**src/rtl/cluster_speriph_plug_arb.sv**
```systemverilog
// -----------------------------------------------------------------------------
// cluster_speriph_plug_arb
//
// Round-robin arbiter that lets NB_PLUGS peripheral plugs share one slave port
// (the event unit). A winner is picked each cycle, starting at rr_ptr. It is
// forwarded to the slave, and the slave grant is passed back to that plug in
// the same cycle. The index of every granted plug is queued in a small FIFO so
// that the in-order slave responses can be routed back to the plug that issued
// the request.
//
// Ports
//   clk_i, rst_i         clock, synchronous active-high reset
//   s_req_i .. s_id_i    per-plug request bundle (address, wen, wdata, be, id)
//   s_gnt_o              per-plug grant (zero-cycle path from m_gnt_i)
//   s_r_valid_o          per-plug response valid
//   s_r_rdata_o/opc/id   shared response payload, passed through from m_r_*
//   m_req_o .. m_id_o    request to the slave, driven by the winner
//   m_gnt_i              slave grant
//   m_r_valid_i .. m_r_id_i  slave response
//   busy_o               at least one transaction outstanding (registered)
//   err_o                sticky: a response arrived with nothing outstanding
// -----------------------------------------------------------------------------
module cluster_speriph_plug_arb #(
  parameter int NB_PLUGS  = 2,
  parameter int ID_WIDTH  = 5,
  parameter int RSP_DEPTH = 2
) (
  input  logic                               clk_i,
  input  logic                               rst_i,

  input  logic [NB_PLUGS-1:0]                s_req_i,
  input  logic [NB_PLUGS-1:0][31:0]          s_add_i,
  input  logic [NB_PLUGS-1:0]                s_wen_i,
  input  logic [NB_PLUGS-1:0][31:0]          s_wdata_i,
  input  logic [NB_PLUGS-1:0][3:0]           s_be_i,
  input  logic [NB_PLUGS-1:0][ID_WIDTH-1:0]  s_id_i,
  output logic [NB_PLUGS-1:0]                s_gnt_o,
  output logic [NB_PLUGS-1:0]                s_r_valid_o,
  output logic [31:0]                        s_r_rdata_o,
  output logic                               s_r_opc_o,
  output logic [ID_WIDTH-1:0]                s_r_id_o,

  output logic                               m_req_o,
  output logic [31:0]                        m_add_o,
  output logic                               m_wen_o,
  output logic [31:0]                        m_wdata_o,
  output logic [3:0]                         m_be_o,
  output logic [ID_WIDTH-1:0]                m_id_o,
  input  logic                               m_gnt_i,
  input  logic                               m_r_valid_i,
  input  logic [31:0]                        m_r_rdata_i,
  input  logic                               m_r_opc_i,
  input  logic [ID_WIDTH-1:0]                m_r_id_i,

  output logic                               busy_o,
  output logic                               err_o
);

  localparam int PTR_W = $clog2(NB_PLUGS);
  // A depth of 1 still needs a one-bit pointer; it simply never leaves 0.
  localparam int AW    = (RSP_DEPTH > 1) ? $clog2(RSP_DEPTH) : 1;
  localparam int CW    = $clog2(RSP_DEPTH + 1);

  logic [PTR_W-1:0] rr_ptr;
  logic [PTR_W-1:0] winner;
  logic [PTR_W-1:0] cand;

  logic [PTR_W-1:0] fifo_mem [RSP_DEPTH];
  logic [AW-1:0]    wr_ptr;
  logic [AW-1:0]    rd_ptr;
  logic [CW-1:0]    count;
  logic [CW-1:0]    count_nxt;

  logic full;
  logic empty;
  logic handshake;
  logic pop;
  logic busy_q;
  logic err_q;

  // Explicit wrap so non-power-of-2 arithmetic never leaks into the pointers.
  function automatic logic [AW-1:0] ptr_inc(input logic [AW-1:0] p);
    if (p == AW'(RSP_DEPTH - 1)) return '0;
    else                         return p + 1'b1;
  endfunction

  assign full  = (count == CW'(RSP_DEPTH));
  assign empty = (count == '0);

  // Winner search: first requester at or after rr_ptr, wrapping around.
  // NOTE: every variable assigned in a combinational block gets a default at
  // the top, otherwise paths that skip the assignment infer a latch.
  always_comb begin
    winner = rr_ptr;
    cand   = '0;
    for (int i = NB_PLUGS - 1; i >= 0; i--) begin
      // Walking downwards means the last hit (closest to rr_ptr) wins.
      cand = PTR_W'((int'(rr_ptr) + i) % NB_PLUGS);
      if (s_req_i[cand]) winner = cand;
    end
  end

  // A full FIFO blocks new requests even if a pop happens this cycle, so the
  // grant path never depends on the response path.
  assign m_req_o   = (|s_req_i) & ~full & ~rst_i;
  assign m_add_o   = s_add_i[winner];
  assign m_wen_o   = s_wen_i[winner];
  assign m_wdata_o = s_wdata_i[winner];
  assign m_be_o    = s_be_i[winner];
  assign m_id_o    = s_id_i[winner];

  assign handshake = m_req_o & m_gnt_i;
  // Responses with nothing outstanding are dropped (and flagged in err_q).
  assign pop       = m_r_valid_i & ~empty & ~rst_i;

  always_comb begin
    s_gnt_o         = '0;
    s_gnt_o[winner] = handshake;
  end

  always_comb begin
    s_r_valid_o = '0;
    if (pop) s_r_valid_o[fifo_mem[rd_ptr]] = 1'b1;
  end

  assign s_r_rdata_o = m_r_rdata_i;
  assign s_r_opc_o   = m_r_opc_i;
  assign s_r_id_o    = m_r_id_i;

  // handshake implies not full, so push+pop leaves the count unchanged.
  always_comb begin
    count_nxt = count;
    if (handshake && !pop)      count_nxt = count + 1'b1;
    else if (!handshake && pop) count_nxt = count - 1'b1;
  end

  // NOTE: state registers use non-blocking assignments so every flop samples
  // the pre-edge values regardless of statement order.
  always_ff @(posedge clk_i) begin
    if (rst_i) begin
      rr_ptr <= '0;
      wr_ptr <= '0;
      rd_ptr <= '0;
      count  <= '0;
      busy_q <= 1'b0;
      err_q  <= 1'b0;
    end else begin
      count  <= count_nxt;
      busy_q <= (count_nxt != '0);
      if (handshake) begin
        wr_ptr <= ptr_inc(wr_ptr);
        rr_ptr <= (winner == PTR_W'(NB_PLUGS - 1)) ? '0 : winner + 1'b1;
      end
      if (pop)                  rd_ptr <= ptr_inc(rd_ptr);
      if (m_r_valid_i && empty) err_q  <= 1'b1;
    end
  end

  // NOTE: the routing storage has no reset; an entry is only ever read after
  // it has been written, and the count/pointers that guard it are reset.
  always_ff @(posedge clk_i) begin
    if (handshake) fifo_mem[wr_ptr] <= winner;
  end

  assign busy_o = busy_q;
  assign err_o  = err_q;

endmodule

```
**config.mk**
```make
export PLATFORM = sky130hd
export DESIGN_NAME = cluster_speriph_plug_arb
export DESIGN_NICKNAME = d
export VERILOG_FILES = /design/src/rtl/cluster_speriph_plug_arb.sv
export SDC_FILE = /design/constraint.sdc
export NUM_CORES = 1
export LEC_CHECK = 0
export ABC_AREA = 1
export CELL_PAD_IN_SITES_DETAIL_PLACEMENT = 0
export CELL_PAD_IN_SITES_GLOBAL_PLACEMENT = 2
export CORE_ASPECT_RATIO = 1.2
export CORE_UTILIZATION = 10
export DETAILED_ROUTE_END_ITERATION = 7
export PLACE_DENSITY_LB_ADDON = 0.1
export SYNTH_ARGS = -nofsm -noshare
export SYNTH_HDL_FRONTEND = slang
export SYNTH_SLANG_ARGS = --single-unit
```
**constraint.sdc**
```tcl
create_clock -name clk_i -period 2.6 [get_ports clk_i]
set_input_delay 0.26 -clock clk_i [delete_from_list [all_inputs] [get_ports clk_i]]
set_output_delay 0.26 -clock clk_i [all_outputs]
set_load 0.1 [all_outputs]
```
==> flow_summary.toml, run 1 <==
[floorplanning]
die-area_mm2 = 0.0176
fp-row-count = 52
core_region_mm2 = 0.0168
die_y_um = 145
die-width_um = 121
io_pins = 311
initial_utilization_pct = 10.2

[placed_design]
buffer_ports.inserted = 234
place.detailed.hpwl_um = 7860
gp_routability_congestion = 0.784

[sta]
worst-slew-pin-transition_ns = 0.317
min_period_ns = 2.22
post_route_fraction_of_the_period_consumed_by_the_critical_path_pct = 85.2
worst_slew_margin_rel_pct = 78.8
setup_viol = 0
grt_setup_unrepaired = "no"
worst_clock_skew_ns = 0.00204
report.final.hold_viol_count = 0
fin_worst_hold_slack_ns = 0.476
finalMaxSlewViolations = 0
tns_ns = 0
timing.fmax_ghz = 0.451

[cells_and_area]
leading_cell_type_in_the_layout_fill_and_taps_excluded = "nand2_1"
layout-drive-gt1-share_pct = 17.1
area_growth_pct = 184
filler_cell_count = 1802
design.final.nets = 728
mostFrequentLayoutCells = "nand2_1 (236), clkdlybuf4s50_1 (153), buf_12 (81), inv_1 (16), nor2_1 (9)"
antenna_cells_inserted = 0

[synthesis]
netlist_area_mm2 = 0.00171
synth-xor-area-share_pct = 0
synth_warnings = 0
fraction_of_the_mapped_netlist_area_in_compound_gates_pct = 3.15
synth_cell_type_count = 16
synth_simple_gate_area_share_pct = 55.8
synth.area.mux_share_pct = 0
synth.net_count = 539
synth-adder-area-share_pct = 1.46
synth-seq-area-share_pct = 12.9
synthesis.instances = 345
synth_top_family_by_area = "simple AND/OR/NAND/NOR gates"
synth_area_per_cell_um2 = 4.95
yosys_register_bits = 10

[drt]
detailroute.via_count = 2660
detail-route-antenna-nets = 0
drt_first_pass_iters = 4
wl_per_cell_um = 12.7
route.detailed.drc = 0
via_cell_ratio = 3.55
routed_wl_um = 9500
drt-initial-drc-count = 62

[setup_path]
timing.critical_path.required_ns = 2.34
critPathArrivalTime_ns = 1.96
cp_max_fo = 35
worst_case_reg_to_reg_path_depth = 10
crit_type = "in -> out"
worstSetupStartpointType = "input pin"
worst_setup_path_end_kind = "output pin"

[run_status]
status = "completed"

[clock_network]
ctsRootBufferMaster = "clkbuf_16"
worst_skew_pair.late_latency_ns = 0.24
cts_resized = 0
cts_hold_buffers = 0
clock_tree.htree_level_count = 1
cts-buffers-inserted = 3
post-cts-setup-buffers = 0
cts.reportedPaths.clkPinSlew_ns = 0.04
tritoncts = "yes"
clockBufferDepth = 2
numClockSinks = 10

[pwr]
pwr_density_mw_per_mm2 = 590
max-vdd-ir-drop_uv = 240
power_leakage_uw = 0.00231

[global_routing]
globalRouteOverflowTotal = 0
grtUsageTotal_pct = 10.2
grt_pass1_wl_um = 14000
first_global_vias = 2575
antenna_found_initial = 0
grt_start_max_net_pins = 51

[worst_hold_path]
worst_hold_path_class = "reg -> reg"
hold-path-cell-count = 2

[run]
max_cap_viol_count = 0
power by group:
group	switching, uW	internal [uW]
registers	15.0	191
logic	1530	861
clock network	72.8	202
synth_stat cells (all sizes together):
cell type	n	share of area, %
a21oi	5	1.5
buf	51	22
dfxtp	8	9.4
nand2	236	52
nand3	6	1.8
o21ai	5	1.7
nor2	10	2.2
edfxtp	2	3.5
inv	17	3.7
clkbuf	3	0.66
ha	2	1.5
per-stage QoR:
step	util [%]	power [uW]	std cells	area [um2]	setup slack [ns]
floorplan	-	1910	345	1710	0.169
global placement	28.5	2620	745	4780	0.376
detailed placement	28.5	2620	745	4780	0.353
CTS	28.9	2900	749	4860	0.351
global route	28.9	2990	749	4860	0.254
finish	28.9	2870	749	4860	0.385
worst max-delay path, stage by stage:
cell and delay [ns]:
clkdlybuf4s50_1 0.56, inv_1 0.08, o21ai_1 0.20, o21ai_4 0.11
inv_2 0.11, buf_12 0.20, nand2_1 0.07, nand2_1 0.15
buf_12 0.20
per-layer routing:
layer  vias up  GRT usage [%]  wire length [um]
li1       1360              -                 -
met5         -              0                 0
met4         0           1.85               106
met1      1113           10.7              3420
met3        23           2.95              1020
met2       164           19.6              4950
final cells by class:
class,instances,area (um2),share of cell area [%]
clock inverters,1,3.75,0.0773
multi-input cells,264,1040,21.5
well taps,216,270,5.56
flip-flops and latches,10,220,4.53
repair buffers,238,3180,65.5
inverters,17,63.8,1.31
clock buffers,3,75.1,1.55
registers in the layout, indices dropped and copies added (netlist names), named ones only:
| name | flops |
|---|---|
| busy_o | 1 |
| count | 2 |
| err_o | 1 |
| fifo_mem | 2 |
| rd_ptr | 1 |
| rr_ptr | 1 |
| wr_ptr | 1 |
logic make-up (layout without fill, tap and decap cells):
kind of cell	count (synthesis)	after routing
compound gates	10	10
fa+ha+maj	2	2
buf+inv	71	259
flops	10	10
simple gates	252	252
final timing paths:
kind | slack (ns) | start | to
hold / removal | 0.48 | err_o | err_o
setup / recovery | 0.38 | s_req_i[1] | m_add_o[30]
hold reg to reg | 0.48 | err_o | err_o
setup reg to reg | 1.03 | count[0] | busy_o
(Power assumes the default switching activity.)
==> run 2: changes to the inputs <==
--- a/config.mk
+++ b/config.mk
@@ -6,11 +6,14 @@
 export NUM_CORES = 1
 export LEC_CHECK = 0
 export ABC_AREA = 1
+export CAP_MARGIN = 20
 export CELL_PAD_IN_SITES_DETAIL_PLACEMENT = 0
 export CELL_PAD_IN_SITES_GLOBAL_PLACEMENT = 2
 export CORE_ASPECT_RATIO = 1.2
 export CORE_UTILIZATION = 10
+export CTS_BUF_LIST = sky130_fd_sc_hd__clkbuf_16
 export DETAILED_ROUTE_END_ITERATION = 7
+export GPL_ROUTABILITY_DRIVEN = 1
 export PLACE_DENSITY_LB_ADDON = 0.1
 export SYNTH_ARGS = -nofsm -noshare
 export SYNTH_HDL_FRONTEND = slang
==> results of run 2 <==
Final layout, timing and power as in run 1 (identical DEF).
==> run 3: changes to the inputs <==
--- a/config.mk
+++ b/config.mk
@@ -14,6 +14,7 @@
 export CTS_BUF_LIST = sky130_fd_sc_hd__clkbuf_16
 export DETAILED_ROUTE_END_ITERATION = 7
 export GPL_ROUTABILITY_DRIVEN = 1
+export MAX_ROUTING_LAYER = met4
 export PLACE_DENSITY_LB_ADDON = 0.1
 export SYNTH_ARGS = -nofsm -noshare
 export SYNTH_HDL_FRONTEND = slang
==> flow_summary.toml, run 3 (synthesis results as in run 1) <==
[global_routing]
grtUsageTotal_pct = 10.5
first_global_vias = 2587
globalRouteOverflowTotal = 0
antenna_found_initial = 0
grt_pass1_wl_um = 14000
grt_start_max_net_pins = 51

[drt]
drt_first_pass_iters = 4
detailroute.via_count = 2661
via_cell_ratio = 3.55
wl_per_cell_um = 12.7
drt-initial-drc-count = 48
route.detailed.drc = 0
detail-route-antenna-nets = 0
routed_wl_um = 9510

[cells_and_area]
sequential_cell_area_um2 = 220
layout-drive-gt1-share_pct = 17.1
antenna_cells_inserted = 0
area_growth_pct = 184
fin_cells = 749
mostFrequentLayoutCells = "nand2_1 (236), clkdlybuf4s50_1 (153), buf_12 (81), inv_1 (16), nor2_1 (9)"
leading_cell_type_in_the_layout_fill_and_taps_excluded = "nand2_1"
multi_input_comb_area_mm2 = 0.00104
filler_cell_count = 1802
design.final.nets = 728
biggestRegsByFlops = "count: 2 flops, fifo_mem: 2 flops"

[setup_path]
reg2reg_slack_ns = 1.03
cp_max_fo = 35
crit_type = "in -> out"
worstSetupStartpointType = "input pin"
worst_setup_path_end_kind = "output pin"
timing.critical_path.required_ns = 2.34
critPathArrivalTime_ns = 1.96

[clock_network]
post-cts-setup-buffers = 0
cts_resized = 0
tritoncts = "yes"
numClockSinks = 10
cts-buffers-inserted = 3
cts.reportedPaths.clkPinSlew_ns = 0.04
worst_skew_pair.late_latency_ns = 0.24
ctsRootBufferMaster = "clkbuf_16"
clock_tree.htree_level_count = 1
clockBufferDepth = 2
cts_hold_buffers = 0

[placed_design]
gp_routability_congestion = 0.795
buffer_ports.inserted = 234
placed_cells_incl_taps = 745
place.detailed.hpwl_um = 7860

[run]
max_cap_viol_count = 0

[pwr]
max-vdd-ir-drop_uv = 240
power_leakage_uw = 0.00231
pwr_density_mw_per_mm2 = 591

[sta]
report.final.hold_viol_count = 0
worst_clock_skew_ns = 0.00197
finalMaxSlewViolations = 0
min_period_ns = 2.22
post_route_fraction_of_the_period_consumed_by_the_critical_path_pct = 85.2
worst-slew-pin-transition_ns = 0.318
setup_viol = 0
tns_ns = 0
worst_slew_margin_rel_pct = 78.8
grt_setup_unrepaired = "no"
timing.fmax_ghz = 0.451

[floorplanning]
core_region_mm2 = 0.0168
die-area_mm2 = 0.0176
die-width_um = 121
die_y_um = 145
io_pins = 311
initial_utilization_pct = 10.2
fp-row-count = 52

[run_status]
status = "completed"

[worst_hold_path]
worst_hold_path_class = "reg -> reg"
==> run 3: cell counts in the layout (fill, tap and decap cells not counted) <==
No cell type changed its count.
==> run 3: cell type report <==
type	count	area share [%]
clock inverters	1	0.0773
repair buffers	238	65.5
clock buffers	3	1.55
flip-flops and latches	10	4.53
inverters	17	1.31
well taps	216	5.56
multi-input cells	264	21.5
==> run 3: critical path, cell delays in order <==
cell and delay [ns]:
clkdlybuf4s50_1 0.56, inv_1 0.08, o21ai_1 0.20, o21ai_4 0.11
inv_2 0.11, buf_12 0.20, nand2_1 0.07, nand2_1 0.15
buf_12 0.20
==> run 3: report_power, final <==
part	internal [uW]	total (uW)	switching [uW]
Sequential	191	206	15.0
Clock	202	275	72.9
Combinational	861	2390	1530
==> run 3: routing by layer <==
metal  track usage, %  vias to the layer above  wire length [um]  share of wire, %
li1                 -                     1360                 -                 -
met1             11.3                     1114              3580                38
met2             19.5                      164              4950                52
met3             2.12                       23               876               9.2
met4             1.85                        0               106               1.1
met5                -                        -                 0                 0
==> run 3: final timing paths <==
| kind | to | cells past startpoint | start |
|---|---|---|---|
| setup / recovery | m_add_o[30] | 9 | s_req_i[1] |
| hold / removal | err_o | 2 | err_o |
| setup reg to reg | busy_o | 10 | count[0] |
| hold reg to reg | err_o | 2 | err_o |
==> run 3: through the flow <==
step	setup slack, ns	utilization (%)	hold WS, ns	power, uW	area, um2
floorplan	0.169	-	0.329	1910	1710
global placement	0.376	28.5	0.455	2620	4780
detailed placement	0.353	28.5	0.460	2620	4780
CTS	0.351	28.9	0.474	2900	4860
global route	0.253	28.9	0.520	2990	4860
finish	0.384	28.9	0.476	2870	4860
